<file path="src/rtl/pacman_grid_pkg.sv">
// Shared constants for the pacman grid: map geometry, tile codes and arbiter FSM encoding.
package pacman_grid_pkg;

  localparam int unsigned GRID_COLS = 21;
  localparam int unsigned GRID_ROWS = 23;
  localparam int unsigned X_W       = 5;
  localparam int unsigned Y_W       = 5;
  localparam int unsigned DATA_W    = 3;

  localparam logic [2:0] TILE_EMPTY  = 3'd0;
  localparam logic [2:0] TILE_WALL   = 3'd1;
  localparam logic [2:0] TILE_PELLET = 3'd2;
  localparam logic [2:0] TILE_POWER  = 3'd3;

  typedef enum logic [1:0] {
    StIdle   = 2'd0,
    StAccess = 2'd1,
    StDone   = 2'd2
  } arb_state_e;

  // Index width that stays legal for a single requester.
  function automatic int unsigned idx_width(int unsigned n);
    return (n > 1) ? $clog2(n) : 1;
  endfunction

endpackage

</file>
<file path="src/rtl/grid_rr_picker.sv">
// Combinational round-robin picker: first set request at or after the pointer, wrapping.
module grid_rr_picker #(
  parameter int unsigned NUM_REQ = 3,
  parameter int unsigned IDX_W   = 2
) (
  input  logic [NUM_REQ-1:0] req,
  input  logic [IDX_W-1:0]   ptr,
  output logic [NUM_REQ-1:0] winner_oh,
  output logic [IDX_W-1:0]   winner_idx,
  output logic               any_req
);

  always_comb begin
    logic found;
    int   idx;
    winner_oh  = '0;
    winner_idx = '0;
    found      = 1'b0;
    idx        = 0;
    for (int i = 0; i < int'(NUM_REQ); i++) begin
      idx = (int'(ptr) + i) % int'(NUM_REQ);
      if (!found && req[idx]) begin
        found          = 1'b1;
        winner_oh[idx] = 1'b1;
        winner_idx     = IDX_W'(idx);
      end
    end
  end

  assign any_req = |req;

endmodule

</file>
<file path="src/rtl/grid_access_arbiter.sv">
// Round-robin arbiter sharing the single-port grid store between requesters; out-of-map
// accesses are trapped. Define GRID_ARB_DISPLAY_PRIO_EN to give requester 0 absolute priority.
module grid_access_arbiter #(
  parameter int unsigned NUM_REQ   = 3,
  parameter int unsigned X_W       = pacman_grid_pkg::X_W,
  parameter int unsigned Y_W       = pacman_grid_pkg::Y_W,
  parameter int unsigned DATA_W    = pacman_grid_pkg::DATA_W,
  parameter int unsigned GRID_COLS = pacman_grid_pkg::GRID_COLS,
  parameter int unsigned GRID_ROWS = pacman_grid_pkg::GRID_ROWS
) (
  input  logic                      clock_50,
  input  logic                      resetn,
  input  logic [NUM_REQ-1:0]        req,
  input  logic [NUM_REQ-1:0]        req_we,
  input  logic [NUM_REQ*X_W-1:0]    req_x,
  input  logic [NUM_REQ*Y_W-1:0]    req_y,
  input  logic [NUM_REQ*DATA_W-1:0] req_wdata,
  output logic [NUM_REQ-1:0]        ack,
  output logic [DATA_W-1:0]         rdata,
  output logic                      busy,
  output logic [X_W-1:0]            grid_x,
  output logic [Y_W-1:0]            grid_y,
  output logic [DATA_W-1:0]         grid_data_in,
  output logic                      grid_readwrite,
  input  logic [DATA_W-1:0]         grid_data_out
);
  import pacman_grid_pkg::*;

  localparam int unsigned IDX_W = idx_width(NUM_REQ);

  arb_state_e          state_q, state_d;
  logic [IDX_W-1:0]    rr_q, rr_d, pick_idx, win_idx;
  logic [NUM_REQ-1:0]  pick_req, pick_oh, win_oh, grant_oh_q;
  logic                pick_any, win_any, take, in_range, we_q;
  logic [X_W-1:0]      x_q;
  logic [Y_W-1:0]      y_q;
  logic [DATA_W-1:0]   wdata_q, rdata_q, rdata_now;

  logic [X_W-1:0]    x_arr     [NUM_REQ];
  logic [Y_W-1:0]    y_arr     [NUM_REQ];
  logic [DATA_W-1:0] wdata_arr [NUM_REQ];

  for (genvar g = 0; g < NUM_REQ; g++) begin : g_unpack
    assign x_arr[g]     = req_x[g*X_W +: X_W];
    assign y_arr[g]     = req_y[g*Y_W +: Y_W];
    assign wdata_arr[g] = req_wdata[g*DATA_W +: DATA_W];
  end

  grid_rr_picker #(
    .NUM_REQ (NUM_REQ),
    .IDX_W   (IDX_W)
  ) u_picker (
    .req        (pick_req),
    .ptr        (rr_q),
    .winner_oh  (pick_oh),
    .winner_idx (pick_idx),
    .any_req    (pick_any)
  );

`ifdef GRID_ARB_DISPLAY_PRIO_EN
  // Display bypasses the rotation; the pointer only cycles over 1..NUM_REQ-1.
  assign pick_req = req & ~NUM_REQ'(1);
  assign win_any  = req[0] | pick_any;
  assign win_oh   = req[0] ? NUM_REQ'(1) : pick_oh;
  assign win_idx  = req[0] ? '0 : pick_idx;
  assign rr_d     = req[0] ? rr_q :
                    (pick_idx == IDX_W'(NUM_REQ - 1)) ? IDX_W'(1) : pick_idx + 1'b1;
`else
  assign pick_req = req;
  assign win_any  = pick_any;
  assign win_oh   = pick_oh;
  assign win_idx  = pick_idx;
  assign rr_d     = (pick_idx == IDX_W'(NUM_REQ - 1)) ? '0 : pick_idx + 1'b1;
`endif

  always_comb begin
    state_d = state_q;
    take    = 1'b0;
    unique case (state_q)
      StIdle: begin
        if (win_any) begin
          take    = 1'b1;
          state_d = StAccess;
        end
      end
      StAccess: state_d = StDone;
      StDone:   state_d = StIdle;
      default:  state_d = StIdle;
    endcase
  end

  always_ff @(posedge clock_50 or negedge resetn) begin
    if (!resetn) begin
      state_q    <= StIdle;
      rr_q       <= '0;
      grant_oh_q <= '0;
      we_q       <= 1'b0;
      x_q        <= '0;
      y_q        <= '0;
      wdata_q    <= '0;
      rdata_q    <= '0;
    end else begin
      state_q <= state_d;
      if (take) begin
        rr_q       <= rr_d;
        grant_oh_q <= win_oh;
        we_q       <= req_we[win_idx];
        x_q        <= x_arr[win_idx];
        y_q        <= y_arr[win_idx];
        wdata_q    <= wdata_arr[win_idx];
      end
      if (state_q == StDone) rdata_q <= rdata_now;
    end
  end

  assign in_range = (32'(x_q) < GRID_COLS) && (32'(y_q) < GRID_ROWS);
  assign busy     = (state_q != StIdle);

  // Out-of-map coordinates never leave the arbiter.
  assign grid_x         = (busy && in_range) ? x_q : '0;
  assign grid_y         = (busy && in_range) ? y_q : '0;
  assign grid_data_in   = (busy && in_range) ? wdata_q : '0;
  assign grid_readwrite = (state_q == StAccess) && we_q && in_range;

  assign rdata_now = in_range ? grid_data_out : DATA_W'(TILE_WALL);
  assign ack       = (state_q == StDone) ? grant_oh_q : '0;
  assign rdata     = (state_q == StDone) ? rdata_now : rdata_q;

endmodule
</file>
<file path="config.mk">
export PLATFORM = sky130hd
export DESIGN_NAME = grid_access_arbiter
export DESIGN_NICKNAME = d
export VERILOG_FILES = /design/src/rtl/pacman_grid_pkg.sv /design/src/rtl/grid_rr_picker.sv /design/src/rtl/grid_access_arbiter.sv
export SDC_FILE = /design/constraint.sdc
export NUM_CORES = 1
export LEC_CHECK = 0
export BUFFER_PORTS_ARGS = -buffer_cell sky130_fd_sc_hd__buf_2
export CORE_MARGIN = 2
export CORE_UTILIZATION = 44
export DETAILED_ROUTE_END_ITERATION = 16
export PLACE_DENSITY = 0.81
export SLEW_MARGIN = 15
export SYNTH_ARGS = -nofsm -noshare
export SYNTH_HDL_FRONTEND = slang
export SYNTH_SLANG_ARGS = --single-unit
</file>
<file path="constraint.sdc">
create_clock -name clock_50 -period 2.4 [get_ports clock_50]
set_clock_uncertainty 0.15 [all_clocks]
set_input_delay 0.24 -clock clock_50 [delete_from_list [all_inputs] [get_ports clock_50]]
set_output_delay 0.24 -clock clock_50 [all_outputs]
set_load 0.01 [all_outputs]
</file>
==> results by group <==
Run status
  • Status: completed

Finish
  • Nets: about 320
  • Share of layout cells above drive strength 1: 0.4254
  • Antenna diodes: 0
  • Syn-to-layout area delta: 24.95%
  • Final core occ: 0.5760
  • Layout Cells excl Fill: 318

Timing
  • Fin Setup TNS: 0 ps
  • RSZ-0062 raised after global routing: no
  • Fmax: 432.2 MHz
  • Min Tclk post-route: 2314 ps
  • Slew margin rel.: 0.5104
  • Worst-margin pin slew: 734.5 ps
  • Final hold viol count: 0
  • Setup violations, final: 0
  • Final period util: 0.9641
  • Final Max Tran Viols: 0

Power and ir drop
  • Sw frac: 0.4644
  • Lkg Pwr: 1.130 nW
  • Internal Power: 1.686 mW
  • Seq pwr share: 0.233
  • P_sw: 1.462 mW
  • Clock network fraction of design power: 0.090
  • Worst vdd ir: 0.5599 mV
  • Logic pwr share: 0.677
  • Pwr/cell area: around 1300 nW/um^2

Worst setup path
  • Critical path arrival: about 1900 ps
  • Worst path max stage delay: 410 ps
  • Cell Chain, Critical Path: o21a_1, o21ai_0, nand2_1, nor2_1, buf_4, and2_1, buf_2
  • Max Fanout on Critical Path: 13
  • Setup Crit Path Kind: reg2out
  • Slowest cell on crit path: dfrtp_1
  • Critical Path RT: approximately 2000 ps
  • Critical Path Start Type: flop
  • Element type at the critical path end: output pin

Placement
  • Dpl cells: 312
  • Post-DP HPWL: ~3.5 mm
  • PortBufs: 70
  • GPL Wtd Cong: between 0.8 and 0.9

Clock tree
  • Clock sink total: 24
  • CTS max path bufs: 2
  • Clock root buffer: clkbuf_8
  • Clk slew on worst S/H paths: 90 ps
  • CTS tree: built
  • Clk_lat worst skew: ~270 ps
  • CTS H-tree depth: 1
  • Total CTS buffers: 3

Detailed routing
  • Initial DRC Count: 89
  • Vias: ~1800
  • Drt via density: 5.594
  • Final ANT Viol Nets: 0
  • M1 WL: 2.024 mm
  • First drt pass iteration count: 4
  • Top Layer Used: met4
  • WL met3: between 300 and 400 um
  • Met2 wire length: 2.434 mm
  • Drt total wl: 4.815 mm
  • # DRC: 0
  • Wire length per cell: around 15 um

Global route
  • Initial antenna violation count: 0
  • Global-route wire length before repair: a little over 8 mm
  • GRT overflow: 0
  • Total track usage: 0.2033
  • Largest net degree at the start of global routing: 30
  • Vias in the first global route: 1691

Synthesis
  • Most frequent cell after synthesis: dfrtp_1
  • Synth top area share: 0.3211
  • Total number of yosys warnings: 0
  • Asr flop ratio synth: 1.000
  • Sequential fraction of the synthesis area: 0.3211
  • Post-synth cell types: 44
  • Post-synth EDFFs: 0
  • Cells after synthesis: 199
  • Largest cells by area after synthesis: dfrtp_1 32%, a2bb2oi_2 7.2%, o211ai_2 6.7%
  • Mean Syn Cell Area: between 9 and 10 um^2
  • Most used flip-flop cell after synthesis: dfrtp_1
  • Area leader, netlist: dfrtp_1
  • #FFs+latches synth: 24
  • Most frequent cells after synthesis: 24 x dfrtp_1, 22 x nand2_1, 16 x and2_1, 14 x nand3_1, 14 x nand4_1
  • Synthesized cell area: 1871 um^2
  • Syn nets: around 250

Floorplanning
  • FP Rows: 23
  • Die Span X: 69.20 um
  • Die ar.: between 4000 and 5000 um^2
  • Boundary pin count: 71
  • Initial Util: 0.4610
  • CORE AREA: 4058 um^2
  • Die Span Y: approximately 69 um

Worst hold path
  • Min-Delay Path Class: in2reg

Job
  • Max-cap violations: 0
critical path, delay by kind of cell (launching register included):
family	cells	cell delay, ps
simple gates	3	480
compound gates	2	450
buf+inv	2	320
flops	1	410
power groups by stage:
stage | logic (mW) | registers, mW | clock network [mW]
after global placement | 2.05 | 0.728 | 0
after CTS | 2.10 | 0.729 | 0.286
after global routing | 2.33 | 0.760 | 0.304
final | 2.13 | 0.733 | 0.283
after floorplan | 1.62 | 0.703 | 0
after detailed placement | 2.08 | 0.737 | 0
state kept, by name, indices dropped and copies added, names as in the netlist:
register and cells:
x_q 5, state_q 2, we_q 1, rdata_q 3, y_q 5, wdata_q 3
rr_q 2, grant_oh_q 3
cell usage in the layout (no fill, tap or decap), types with 3 or more instances in the layout:
cell	instances
nand4_1	14
o21ai_0	4
o211ai_1	4
clkbuf_8	4
buf_4	7
buf_2	70
nor2_1	10
ha_1	4
inv_1	7
dfrtp_1	24
a2bb2oi_2	9
nor2b_1	3
and2_1	16
nand2_1	22
nand2b_1	3
a2bb2oi_1	5
o211ai_2	10
nand3_1	14
logic make-up after synthesis:
group,Yosys count,share of synthesized area
and+or+nand+nor,90,0.2589
muxes,5,0.03010
AOI/OAI and AO/OA,53,0.2809
DFF,24,0.3211
buffers and inverters,23,0.08228
adders and majority gates,4,0.02676
stage by stage:
step	instance area [um^2]	hold WS, ps	worst slack (ps)	power, mW
3_5_place_dp	2256	110.4	62.04	2.821
6_report	2337	67.91	86.21	3.149
4_1_cts	2321	70.40	11.45	3.111
5_1_grt	2337	68.39	13.58	3.395
3_3_place_gp	2256	100.7	139.6	2.776
2_1_floorplan	1871	-205.6	404.2	2.319
layout make-up:
type                            instances  area (um^2)
Clock buffer                            4        55.05
Fill cell                             359         1720
Inverter                                8        32.53
Multi-Input combinational cell        152         1134
Sequential cell                        24        600.6
Tap cell                               50        62.56
Timing Repair Buffer                   80        452.9
metal layers:
| layer | up-vias | global-route usage |
|---|---|---|
| li1 | 871 | - |
| met1 | 832 | 0.2638 |
| met2 | 70 | 0.3504 |
| met3 | 6 | 0.03343 |
| met4 | 0 | 0.05447 |
| met5 | - | 0 |
repair_timing:
action	in CTS	in global routing
endpoints found under the hold margin	24	0
resized for setup	0	3
endpoints found under the setup margin	0	18
hold buffers	1	0
setup buffers	0	1
worst paths after layout:
path	cells after the start	from	slack, ps	endpoint
worst max-delay path	7	x_q[1]$_DFFE_PN0P_	90	grid_y[2]
worst min-delay path	3	req_wdata[0]	70	wdata_q[0]$_DFFE_PN0P_
worst max register to register	7	rr_q[0]$_DFFE_PN0P_	150	rr_q[0]$_DFFE_PN0P_
worst min register to register	1	state_q[1]$_DFFE_PN0P_	310	state_q[1]$_DFFE_PN0P_
max in group asynchronous	2	resetn	1410	wdata_q[2]$_DFFE_PN0P_
min in group asynchronous	2	resetn	330	rdata_q[1]$_DFF_PN0_
Note: power is estimated with default switching activity, not from simulation.
